===== src/rtl/mpx_scan_pkg.sv =====
// Shared definitions for the mpx_scan channel multiplexer.
// Holds the controller state encoding and the width helpers.
package mpx_scan_pkg;

    typedef enum logic [1:0] {
        MANUAL = 2'd0,
        SCAN   = 2'd1,
        IDLE   = 2'd2
    } state_t;

    function automatic int selWidth(input int n);
        return $clog2(n);
    endfunction

    // One bit minimum so a single-cycle dwell still gets a legal counter.
    function automatic int cntWidth(input int dwell);
        return (dwell > 1) ? $clog2(dwell) : 1;
    endfunction

endpackage


===== src/rtl/mpx_next_en.sv =====
// Rotate-priority search: returns the first enabled channel starting at
// i_start (inclusive) or just after it (exclusive), wrapping N-1 -> 0.
module mpx_next_en
    import mpx_scan_pkg::*;
#(
    parameter  int N  = 4,
    localparam int SW = selWidth(N)
) (
    input  logic [N-1:0]  i_enMask,
    input  logic [SW-1:0] i_start,
    input  logic          i_inclusive,
    output logic [SW-1:0] o_idx,
    output logic          o_found
);

    // An exclusive search over steps 1..N ends on i_start itself, so a lone
    // enabled channel finds itself again.
    always_comb begin
        int k;
        k       = 0;
        o_idx   = i_start;
        o_found = 1'b0;
        for (int step = 0; step < N; step++) begin
            k = int'(i_start) + step + (i_inclusive ? 0 : 1);
            if (k >= N) begin
                k = k - N;
            end
            if (!o_found && i_enMask[k[SW-1:0]]) begin
                o_found = 1'b1;
                o_idx   = k[SW-1:0];
            end
        end
    end

endmodule


===== src/rtl/mpx_scan.sv =====
// Registered N:1 channel multiplexer with manual select and a dwell-timed
// scan over enabled channels; q and ch always update together.
module mpx_scan
    import mpx_scan_pkg::*;
#(
    parameter  int N     = 4,
    parameter  int W     = 1,
    parameter  int DWELL = 7,
    localparam int SW    = selWidth(N)
) (
    input  logic           i_clk,
    input  logic           i_rst,
    input  logic           i_mode,
    input  logic [SW-1:0]  i_sel,
    input  logic [N-1:0]   i_enMask,
    input  logic [N*W-1:0] i_d,
    output logic [W-1:0]   o_q,
    output logic [SW-1:0]  o_ch,
    output logic           o_stb,
    output logic           o_idle
);

    localparam int CW = cntWidth(DWELL);

    state_t          r_state;
    logic [CW-1:0]   r_cnt;
    logic [SW-1:0]   r_ch;
    logic [W-1:0]    r_q;
    logic            r_stb;
    logic            r_idle;

    state_t          w_stateNxt;
    logic [CW-1:0]   w_cntNxt;
    logic [SW-1:0]   w_chNxt;
    logic [SW-1:0]   w_idx;
    logic            w_found;
    logic [W-1:0]    w_chan [N];

    for (genvar k = 0; k < N; k++) begin : g_chan
        assign w_chan[k] = i_d[k*W +: W];
    end

    // Entering scan from manual or idle keeps ch if it is enabled, so the
    // search is inclusive there; inside scan it always looks past ch.
    mpx_next_en #(.N(N)) u_nextEn (
        .i_enMask    (i_enMask),
        .i_start     (r_ch),
        .i_inclusive (r_state != SCAN),
        .o_idx       (w_idx),
        .o_found     (w_found)
    );

    // Mode is checked first so a mode change overrides a dwell expiry.
    always_comb begin
        w_stateNxt = r_state;
        w_cntNxt   = r_cnt;
        w_chNxt    = r_ch;
        if (!i_mode) begin
            w_stateNxt = MANUAL;
            w_cntNxt   = '0;
            if (int'(i_sel) < N) begin
                w_chNxt = i_sel;
            end
        end else if (!w_found) begin
            w_stateNxt = IDLE;
            w_cntNxt   = '0;
        end else if (r_state != SCAN) begin
            w_stateNxt = SCAN;
            w_cntNxt   = '0;
            w_chNxt    = w_idx;
        end else if (!i_enMask[r_ch] || (r_cnt == CW'(DWELL - 1))) begin
            w_cntNxt   = '0;
            w_chNxt    = w_idx;
        end else begin
            w_cntNxt   = r_cnt + 1'b1;
        end
    end

    // q freezes while idle; everywhere else it follows live data of ch_nxt.
    always_ff @(posedge i_clk or posedge i_rst) begin
        if (i_rst) begin
            r_state <= MANUAL;
            r_cnt   <= '0;
            r_ch    <= '0;
            r_q     <= '0;
            r_stb   <= 1'b0;
            r_idle  <= 1'b0;
        end else begin
            r_state <= w_stateNxt;
            r_cnt   <= w_cntNxt;
            r_ch    <= w_chNxt;
            r_stb   <= (w_chNxt != r_ch);
            r_idle  <= (w_stateNxt == IDLE);
            if (w_stateNxt != IDLE) begin
                r_q <= w_chan[w_chNxt];
            end
        end
    end

    assign o_q    = r_q;
    assign o_ch   = r_ch;
    assign o_stb  = r_stb;
    assign o_idle = r_idle;

endmodule

===== config.mk =====
export PLATFORM = sky130hd
export DESIGN_NAME = mpx_scan
export DESIGN_NICKNAME = d
export VERILOG_FILES = /design/src/rtl/mpx_scan_pkg.sv /design/src/rtl/mpx_next_en.sv /design/src/rtl/mpx_scan.sv
export SDC_FILE = /design/constraint.sdc
export NUM_CORES = 1
export LEC_CHECK = 0
export CAP_MARGIN = 20
export CORE_UTILIZATION = 40
export CTS_BUF_LIST = sky130_fd_sc_hd__clkbuf_16
export DETAILED_ROUTE_END_ITERATION = 16
export PLACE_DENSITY = 0.72
export REMOVE_ABC_BUFFERS = 1
export SYNTH_ARGS = -nofsm -noshare
export SYNTH_HDL_FRONTEND = slang
export SYNTH_HIERARCHICAL = 1
export SYNTH_SLANG_ARGS = --single-unit

===== constraint.sdc =====
create_clock -name i_clk -period 5 [get_ports i_clk]
set_input_delay 0.75 -clock i_clk [delete_from_list [all_inputs] [get_ports i_clk]]
set_output_delay 0.75 -clock i_clk [all_outputs]
set_load 0.05 [all_outputs]

== Word level (Yosys, flattened, before mapping) ==
Index checks and enable logic that the tools add are counted.

* Logic and storage cells: 79
* Input bits: 13
* Bits in registers: 10

* Mux-type cells: 37
* Equality and inequality tests: 5
* Order comparisons: 10
* Reduce and logical (&&, ||, !) cells: 8
* Add/subtract/negate cells: 12
* Bitwise gates (word level): 1

{| class="wikitable"
|+ Operators by type and width
! cell !! count
|-
| 32-bit by 4-bit >= comparator with 1-bit output (second input constant) || 3
|-
| 2-bit two-way mux || 15
|-
| 2-bit by 3-bit < comparator with 1-bit output (second input constant) || 5
|-
| 3-bit by 1-bit adder with 4-bit output || 3
|-
| 1-bit binary-select mux with 2-bit select || 6
|-
| 1-bit two-way mux || 12
|-
| 3-bit two-way mux || 4
|-
| 2-bit by 1-bit subtractor with 2-bit output (second input constant) || 4
|-
| 2-bit by 2-bit adder with 3-bit output (second input constant) || 2
|-
| 3-bit >= comparator (second input constant) || 2
|-
| 1-bit zero test || 4
|-
| 2-bit by 1-bit adder with 3-bit output || 1
|-
| 2-bit by 1-bit adder with 3-bit output (second input constant) || 1
|-
| 3-bit by 1-bit adder with 3-bit output (second input constant) || 1
|-
| 3-bit == test (second input constant) || 1
|-
| 1-bit logical AND || 3
|-
| 2-bit NOT with 3-bit output || 1
|-
| 2-bit == test (second input constant) || 1
|-
| 2-bit by 1-bit inequality test with 1-bit output (second input constant) || 1
|-
| 2-bit inequality test || 1
|-
| 2-bit inequality test (second input constant) || 1
|-
| 1-bit logical OR || 1
|}

== Logic depth before layout (Yosys ltp) ==
Gate-level depths: netlist of the first run.

* Word-level depth: 25
* Depth in mapped cells: 12
* Mapped depth without buffers: 12

== Modules after synthesis ==
Netlist of the first run, hierarchy kept.

{| class="wikitable"
|+ Modules (own cells, without submodules)
! module !! times used !! area an instance (um^2) !! sequential area each (um^2) !! cells each
|-
| mpx_scan || 1 || 649.4 || 225.2 || 69
|-
| mpx_next_en || 1 || 386.6 || 0.0 || 50
|}

== Worst setup path before layout of the first run ==
No wires, ideal clock.

* Path kind: flip-flop to flip-flop
* Start point: reg r_ch[0], in the netlist o_ch[0]
* End point: reg r_q, in the netlist o_q
* Setup slack: 1.931 ns
* Library setup time: 0.128 ns
* Data arrival time: 2.941 ns
* Stages on the path, launching flop included: 11
* Clock period less this slack: 3.069 ns
* Path buffers: 0
* Cells stage by stage: dfrtp_1 inv_1 ha_1 mux2_4 or3_1 a21oi_1 o31ai_1 a311o_1 a211o_1 a32oi_1 a22oi_2

* Cells in the longest elaborated chain, start to end: 23
* Elaborated cells between the ends (all ways): 56
* Classes of those cells: add/sub (11); order compare (4); eq/ne (1); mux (31); bitwise (1); reduce/logical (8)

{| class="wikitable"
|+ RTL lines
! item !! line !! text
|-
| start: declaration || mpx_scan.sv:27 || <nowiki>logic [SW-1:0] r_ch;</nowiki>
|-
| start signal: assignment || mpx_scan.sv:91 || <nowiki>r_ch <= w_chNxt;</nowiki>
|-
| parallel branches: the longest is 14 deep, another holds 32-bit by 4-bit >= comparator with 1-bit output || - ||
|-
| 2-bit two-way mux (*) || mpx_next_en.sv:28 || <nowiki>if (!o_found && i_enMask[k[SW-1:0]]) begin</nowiki>
|-
| named net w_idx[1] || mpx_scan.sv:35 || <nowiki>logic [SW-1:0] w_idx;</nowiki>
|-
| 2-bit two-way mux || mpx_scan.sv:71 || <nowiki>end else if (!i_enMask[r_ch] || (r_cnt == CW'(DWELL - 1))) begin</nowiki>
|-
| 2-bit two-way mux (*) || mpx_scan.sv:67 || <nowiki>end else if (r_state != SCAN) begin</nowiki>
|-
| 2-bit two-way mux (*) || mpx_scan.sv:64 || <nowiki>end else if (!w_found) begin</nowiki>
|-
| 2-bit two-way mux (*) || mpx_scan.sv:58 || <nowiki>if (!i_mode) begin</nowiki>
|-
| 2-bit NOT with 3-bit output (implied by the code) (*) || mpx_scan.sv:95 || <nowiki>r_q <= w_chan[w_chNxt];</nowiki>
|-
| 1-bit binary-select mux with 2-bit select (*) || mpx_scan.sv:95 ||
|-
| 1-bit two-way mux (implied by the code) (*) (2 in a row) || mpx_scan.sv:95 ||
|-
| end signal: assignment || mpx_scan.sv:95 ||
|-
| end: declaration || mpx_scan.sv:28 || <nowiki>logic [W-1:0] r_q;</nowiki>
|}

Mark *: on every way through the listed nets, which the timed path passes. The select of a mux whose other input is x is not followed.
A chain may end at the register's enable or synchronous reset.

== Final worst setup path of the first run ==
Ends and elaborated chain as after synthesis.

==> out/qor.txt, run 1 <==
Status - finished clean
CTS Sinks - 9
Worst EP arrival - 3.45 ns
Setup-failing EPs final - 0
Period Utilization, post-route - 66.8%
Area share of the largest cell type after synthesis - 21.7%
DP Cell Count - 161
Final std cells w/o fill - 165
VDD IR max - 0.290 mV
DP HPWL - 1700 µm
RSZ-0062 raised after global routing - false
#FFs+latches synth - 9
Top FF cell, synth - dfrtp_1
Reg-to-reg slack, setup - 1.66 ns
Antenna diode count - 0
Die Y - 52.9 µm
# hold bufs at CTS - 0
Htree depth - 1
Row count - 18
Die Wd - 52.9 µm
FFs w/ async S/R, synth - 100%
Hold WS - 0.478 ns
Layout Nets - 153
CTS root buf - clkbuf_16
HP Class - reg2reg
Number of distinct library cells after synthesis - 51
Critical Path Fanout Max - 12
I/O Buffers - 17
CTS Buf Count - 3
Power Dens Cells - 495 mW/mm²
Req. time, crit path - 5.12 ns
Gr ovfl total - 0
Die outline area - 0.00280 mm²
Tot Pwr - 632 µW
Initial Utilization - 42.2%
Post-synth EDFFs - 0
Postcts setup bufs - 0
Share of post-route cells with drive strength above 1 - 13.3%
Leakage Power - 0.000558 µW
Syn avg cell area - 8.71 µm²
# IOs - 18
TNS Setup - 0 ns
Final wirelength - 2390 µm
Layout Skew - 0.00525 ns
Initial antenna violation count - 0
Worst-path clk slew - 0.04 ns
Via-per-instance ratio - 5.70
Initial DRC count - 23
CP Launch Type - flip-flop
GP Congestion - 0.872
Register area share after synthesis - 21.7%
Slew headroom - 61.4%
Global-route wire length before repair - 4120 µm
Worst setup EP type - flip-flop
Max_cap viols - 0
Deepest clock path buffer count - 2
Synth top cells by count - nand2_1 (13), inv_1 (10), dfrtp_1 (9)
DRC - 0
Routed Antenna Nets - 0
Fin crit period - 3.34 ns
Post-Synthesis Cells - 119
Maximum number of pins on one net before global-route repair - 13
Vias in the first global route - 933
CP Class - reg2reg
Post-synth top area cell - dfrtp_1
Fin. max-slew vios - 0
Final design utilization - 52.1%
Count leader, synth - nand2_1
Number of synthesis warnings - 6
PostCTS Resize Cnt - 0
Gr usage total - 20.3%
Final Hold Fails - 0
CTS tree - yes
Drt first pass iters - 4
Tightest Pin Transition - 0.575 ns
Top cells by area, synth - dfrtp_1 (22%), mux2i_1 (6.8%), ha_1 (4.8%)
Area growth from synthesis to layout - 23.4%
F_max - 0.300 GHz
Clock latency on the worst-skew pair - 0.24 ns
Via count - 940
Mapped Area - 0.00104 mm²
Core area - 0.00245 mm²
Average wire per standard cell - 14.5 µm
metal layers:
layer | global-route usage, % | vias up | routed length, µm
li1 | - | 465 | -
met1 | 23.1 | 431 | 1060
met2 | 35.7 | 36 | 1180
met3 | 4.02 | 8 | 100
met4 | 9.65 | 0 | 48
met5 | 0 | - | 0
through the flow:
stage | worst slack [ns] | instance area, µm²
final | 1.66 | 1280
after global routing | 1.48 | 1280
after CTS | 1.68 | 1280
after detailed placement | 1.57 | 1200
after global placement | 1.65 | 1200
after floorplan | 1.74 | 992
placed cells by master, fill, tap and decap left out, types with 4 or more instances in the layout:
| master | netlist | layout |
|---|---|---|
| clkdlybuf4s50_1 | 0 | 17 |
| inv_1 | 10 | 11 |
| nor2_1 | 8 | 8 |
| o21ai_0 | 5 | 5 |
| ha_1 | 4 | 4 |
| mux2i_1 | 7 | 7 |
| xnor2_1 | 4 | 4 |
| dfrtp_1 | 9 | 9 |
| nand2_1 | 13 | 13 |
registers in the layout (all words and copies together), names as in the netlist:
name and cells:
r_cnt 3, o_ch 2, o_idle 1, o_q 1, o_stb 1, r_state 1
final cells by class:
class                      instances  area, µm²
tap                               30       37.5
multi-input combinational         95        729
timing repair buffer              17        170
sequential                         9        225
inverter                          10       37.5
clock inverter                     1       3.75
fill                             237       1180
clock buffer                       3       75.1
path summary, 6_finish.rpt:
kind | startpoint | end | cells past startpoint
setup / recovery | o_ch[0]$_DFF_PP0_ | o_q$_DFFE_PP0N_ | 10
hold / removal | r_cnt[0]$_DFF_PP0_ | r_cnt[0]$_DFF_PP0_ | 1
setup reg to reg | o_ch[0]$_DFF_PP0_ | o_q$_DFFE_PP0N_ | 10
hold reg to reg | r_cnt[0]$_DFF_PP0_ | r_cnt[0]$_DFF_PP0_ | 1
max in group asynchronous | i_rst | o_stb$_DFF_PP0_ | 2
min in group asynchronous | i_rst | r_state[0]$_DFF_PP0_ | 2
where the power goes:
group          switching [µW]  total [µW]  internal (µW)
combinational             212         375            163
sequential               30.3         118           88.1
clock                    34.8         139            104
total                     277         632            356
kinds of logic after synthesis:
kind of cell / count (synthesis) / synth area share [%]
AO/OA/AOI/OAI: 31 / 22.5
XOR/XNOR: 5 / 6.04
adder cells (fa/ha/maj): 4 / 4.83
buffers and inverters: 15 / 7.85
flip-flops: 9 / 21.7
multiplexers: 12 / 14.0
AND/OR/NAND/NOR: 43 / 23.1
worst max-delay path, cell delays in order (launching register included):
cell	delay (ns)
dfrtp_1	0.56
inv_1	0.09
ha_1	0.59
mux2_4	0.39
or3_1	0.36
a21oi_1	0.16
o31ai_1	0.13
a311o_1	0.36
a211o_1	0.31
a32oi_1	0.20
a22oi_2	0.08
No activity file was read; power rests on OpenSTA's default activity.
==> run 2, diff against run 1 <==
--- a/config.mk
+++ b/config.mk
@@ -9,7 +9,7 @@
 export CORE_UTILIZATION = 40
 export CTS_BUF_LIST = sky130_fd_sc_hd__clkbuf_16
 export DETAILED_ROUTE_END_ITERATION = 16
-export PLACE_DENSITY = 0.72
+export PLACE_DENSITY = 0.75
 export REMOVE_ABC_BUFFERS = 1
 export SYNTH_ARGS = -nofsm -noshare
 export SYNTH_HDL_FRONTEND = slang
==> constraint.sdc (replaced) <==
create_clock -name i_clk -period 2.85 [get_ports i_clk]
set_input_delay 0.4275 -clock i_clk [delete_from_list [all_inputs] [get_ports i_clk]]
set_output_delay 0.4275 -clock i_clk [all_outputs]
set_load 0.05 [all_outputs]
==> run 2 against run 1 <==
  * Via count rose by 8.6%
  * Design area up 15%
  * Clock-buffer cell count did not move
  * Sequential share of layout area down 2.2 points
  * Register-to-register slack lost 1.6 ns
  * Worst hold slack worse by 0.013 ns
==> out/qor.txt, run 2 (synthesis results as in run 1) <==
Share of post-route cells with drive strength above 1 - 27.7% (was 13.3%)
Worst setup EP type - flip-flop (unchanged)
Drt first pass iters - 4 (unchanged)
Worst reg2reg path depth - 12 (was 10)
Die outline area - 0.00280 mm² (unchanged)
Worst EP arrival - 2.89 ns (was 3.45 ns)
Initial antenna violation count - 0 (unchanged)
# IOs - 18 (unchanged)
Final Hold Fails - 0 (unchanged)
Vias in the first global route - 1045 (was 933)
Max reg flops - 3 (unchanged)
CTS Sinks - 9 (unchanged)
M2 GR Usage - 39.9% (was 35.7%)
Post-route cell area - 0.00147 mm² (was 0.00128 mm²)
Tightest Pin Transition - 0.499 ns (was 0.575 ns)
Final wirelength - 2800 µm (was 2390 µm)
Max_cap viols - 0 (unchanged)
Routed Antenna Nets - 0 (unchanged)
Final design utilization - 59.7% (was 52.1%)
HP Class - in2async (was reg2reg)
Maximum number of pins on one net before global-route repair - 12 (was 13)
Placed inst area - 0.00129 mm² (was 0.00120 mm²)
Core area - 0.00245 mm² (unchanged)
I/O Buffers - 17 (unchanged)
CTS root buf - clkbuf_16 (unchanged)
Deepest clock path buffer count - 2 (unchanged)
Met1 Use GR - 24.3% (was 23.1%)
Largest Register - r_cnt (unchanged)
Row count - 18 (unchanged)
GRT Max-Usage Layer - met2 (unchanged)
Final WS setup - 0.0553 ns (was 1.66 ns)
Setup-failing EPs final - 0 (unchanged)
Area growth from synthesis to layout - 41.4% (was 23.4%)
Reg-to-reg slack, setup - 0.06 ns (was 1.66 ns)
Req. time, crit path - 2.95 ns (was 5.12 ns)
Slew headroom - 66.7% (was 61.4%)
Gr usage total - 21.3% (was 20.3%)
Leading cell type in the layout, fill and taps excluded - clkdlybuf4s50_1 (unchanged)
VDD IR max - 0.756 mV (was 0.290 mV)
GP Congestion - 0.879 (was 0.872)
CTS tree - yes (unchanged)
Die Y - 52.9 µm (unchanged)
Most frequent cells in the layout - clkdlybuf4s50_1 (17), nand2_1 (13), buf_4 (12), inv_1 (11), dfrtp_1 (9) (was clkdlybuf4s50_1 (17), nand2_1 (13), inv_1 (11), dfrtp_1 (9), nor2_1 (8))
R2R Path End - o_stb$_DFF_PP0_ (was o_q$_DFFE_PP0N_)
Average wire per standard cell - 15.7 µm (was 14.5 µm)
Initial DRC count - 31 (was 23)
TNS Setup - 0 ns (unchanged)
Worst slack, placed - -0.0298 ns (was 1.57 ns)
Period Utilization, post-route - 98.1% (was 66.8%)
Antenna diode count - 0 (unchanged)
DRC - 0 (unchanged)
Via-per-instance ratio - 5.74 (was 5.70)
Fin crit period - 2.79 ns (was 3.34 ns)
Global-route wire length before repair - 4500 µm (was 4120 µm)
Critical Path Fanout Max - 4 (was 12)
GR Util met3 - 3.16% (was 4.02%)
Initial Utilization - 42.2% (unchanged)
Htree depth - 1 (unchanged)
DP Cell Count - 173 (was 161)
CP Launch Type - flip-flop (unchanged)
Critical R2R Launch - o_idle$_DFF_PP0_ (was o_ch[0]$_DFF_PP0_)
Leakage Power - 0.000643 µW (was 0.000558 µW)
DP HPWL - 1890 µm (was 1700 µm)
Via count - 1021 (was 940)
Final std cells w/o fill - 178 (was 165)
F_max - 0.358 GHz (was 0.300 GHz)
Layout Skew - 0.00263 ns (was 0.00525 ns)
Power Dens Cells - 890 mW/mm² (was 495 mW/mm²)
Clock latency on the worst-skew pair - 0.23 ns (was 0.24 ns)
CTS Buf Count - 3 (unchanged)
Status - finished clean (unchanged)
Gr ovfl total - 0 (unchanged)
Worst-path clk slew - 0.04 ns (about the same)
Layout Nets - 166 (was 153)
Fin. max-slew vios - 0 (unchanged)
CP Class - reg2reg (unchanged)
Die Wd - 52.9 µm (unchanged)
-- run 2: report_power, final --
part,internal [µW],total [µW],leakage [µW],switching (µW)
clock,183,241,0.0000423,58.1
sequential,155,181,0.000112,26.5
combinational,403,882,0.000489,479
-- run 2: what timing repair did --
action | CTS | global route
pin swaps | 0 | 10
hold buffers | 0 | 0
resized for setup | 1 | 14
endpoints found under the setup margin | 2 | 2
buffers inserted | 0 | 1
-- run 2: stage by stage --
| step | power [µW] | hold WS [ns] |
|---|---|---|
| 6_report | 1300 | 0.465 |
| 3_3_place_gp | 921 | 0.454 |
| 5_1_grt | 1380 | 0.478 |
| 4_1_cts | 1200 | 0.464 |
| 2_1_floorplan | 702 | 0.255 |
| 3_5_place_dp | 931 | 0.457 |
-- run 2: metal layers --
layer | part of all wire, % | vias up
met3 | 3.1 | 2
met5 | 0 | -
met4 | 1.0 | 0
met2 | 54 | 34
li1 | - | 486
met1 | 42 | 499
-- run 2: cell type report --
type | count | area (µm²)
repair buffers | 30 | 272
inverters | 10 | 37.5
well taps | 30 | 37.5
flip-flops and latches | 9 | 225
clock buffers | 3 | 75.1
multi-input cells | 95 | 815
fillers | 203 | 990
clock inverters | 1 | 3.75
-- run 2: how the worst max path moves through the flow --
stage,start,end,slack (ns),cells after the start
after global routing,o_idle$_DFF_PP0_,o_stb$_DFF_PP0_,-0.04,12
after CTS,o_idle$_DFF_PP0_,o_q$_DFFE_PP0N_,0.03,10
after floorplan,o_ch[0]$_DFF_PP0_,o_q$_DFFE_PP0N_,-0.41,10
final,o_idle$_DFF_PP0_,o_stb$_DFF_PP0_,0.06,12
after detailed placement,o_idle$_DFF_PP0_,o_q$_DFFE_PP0N_,-0.03,10
after global placement,o_idle$_DFF_PP0_,o_q$_DFFE_PP0N_,0.06,10
-- run 2: critical path, cell delays in order (launching register included) --
cell	delay, ns
dfrtp_1	0.37
nand2b_4	0.17
ha_4	0.29
mux2_4	0.33
buf_6	0.13
nand2_1	0.08
nand2_1	0.10
a21oi_2	0.19
o31ai_4	0.10
a311o_1	0.39
o21a_2	0.24
xnor2_2	0.15
o211ai_1	0.11
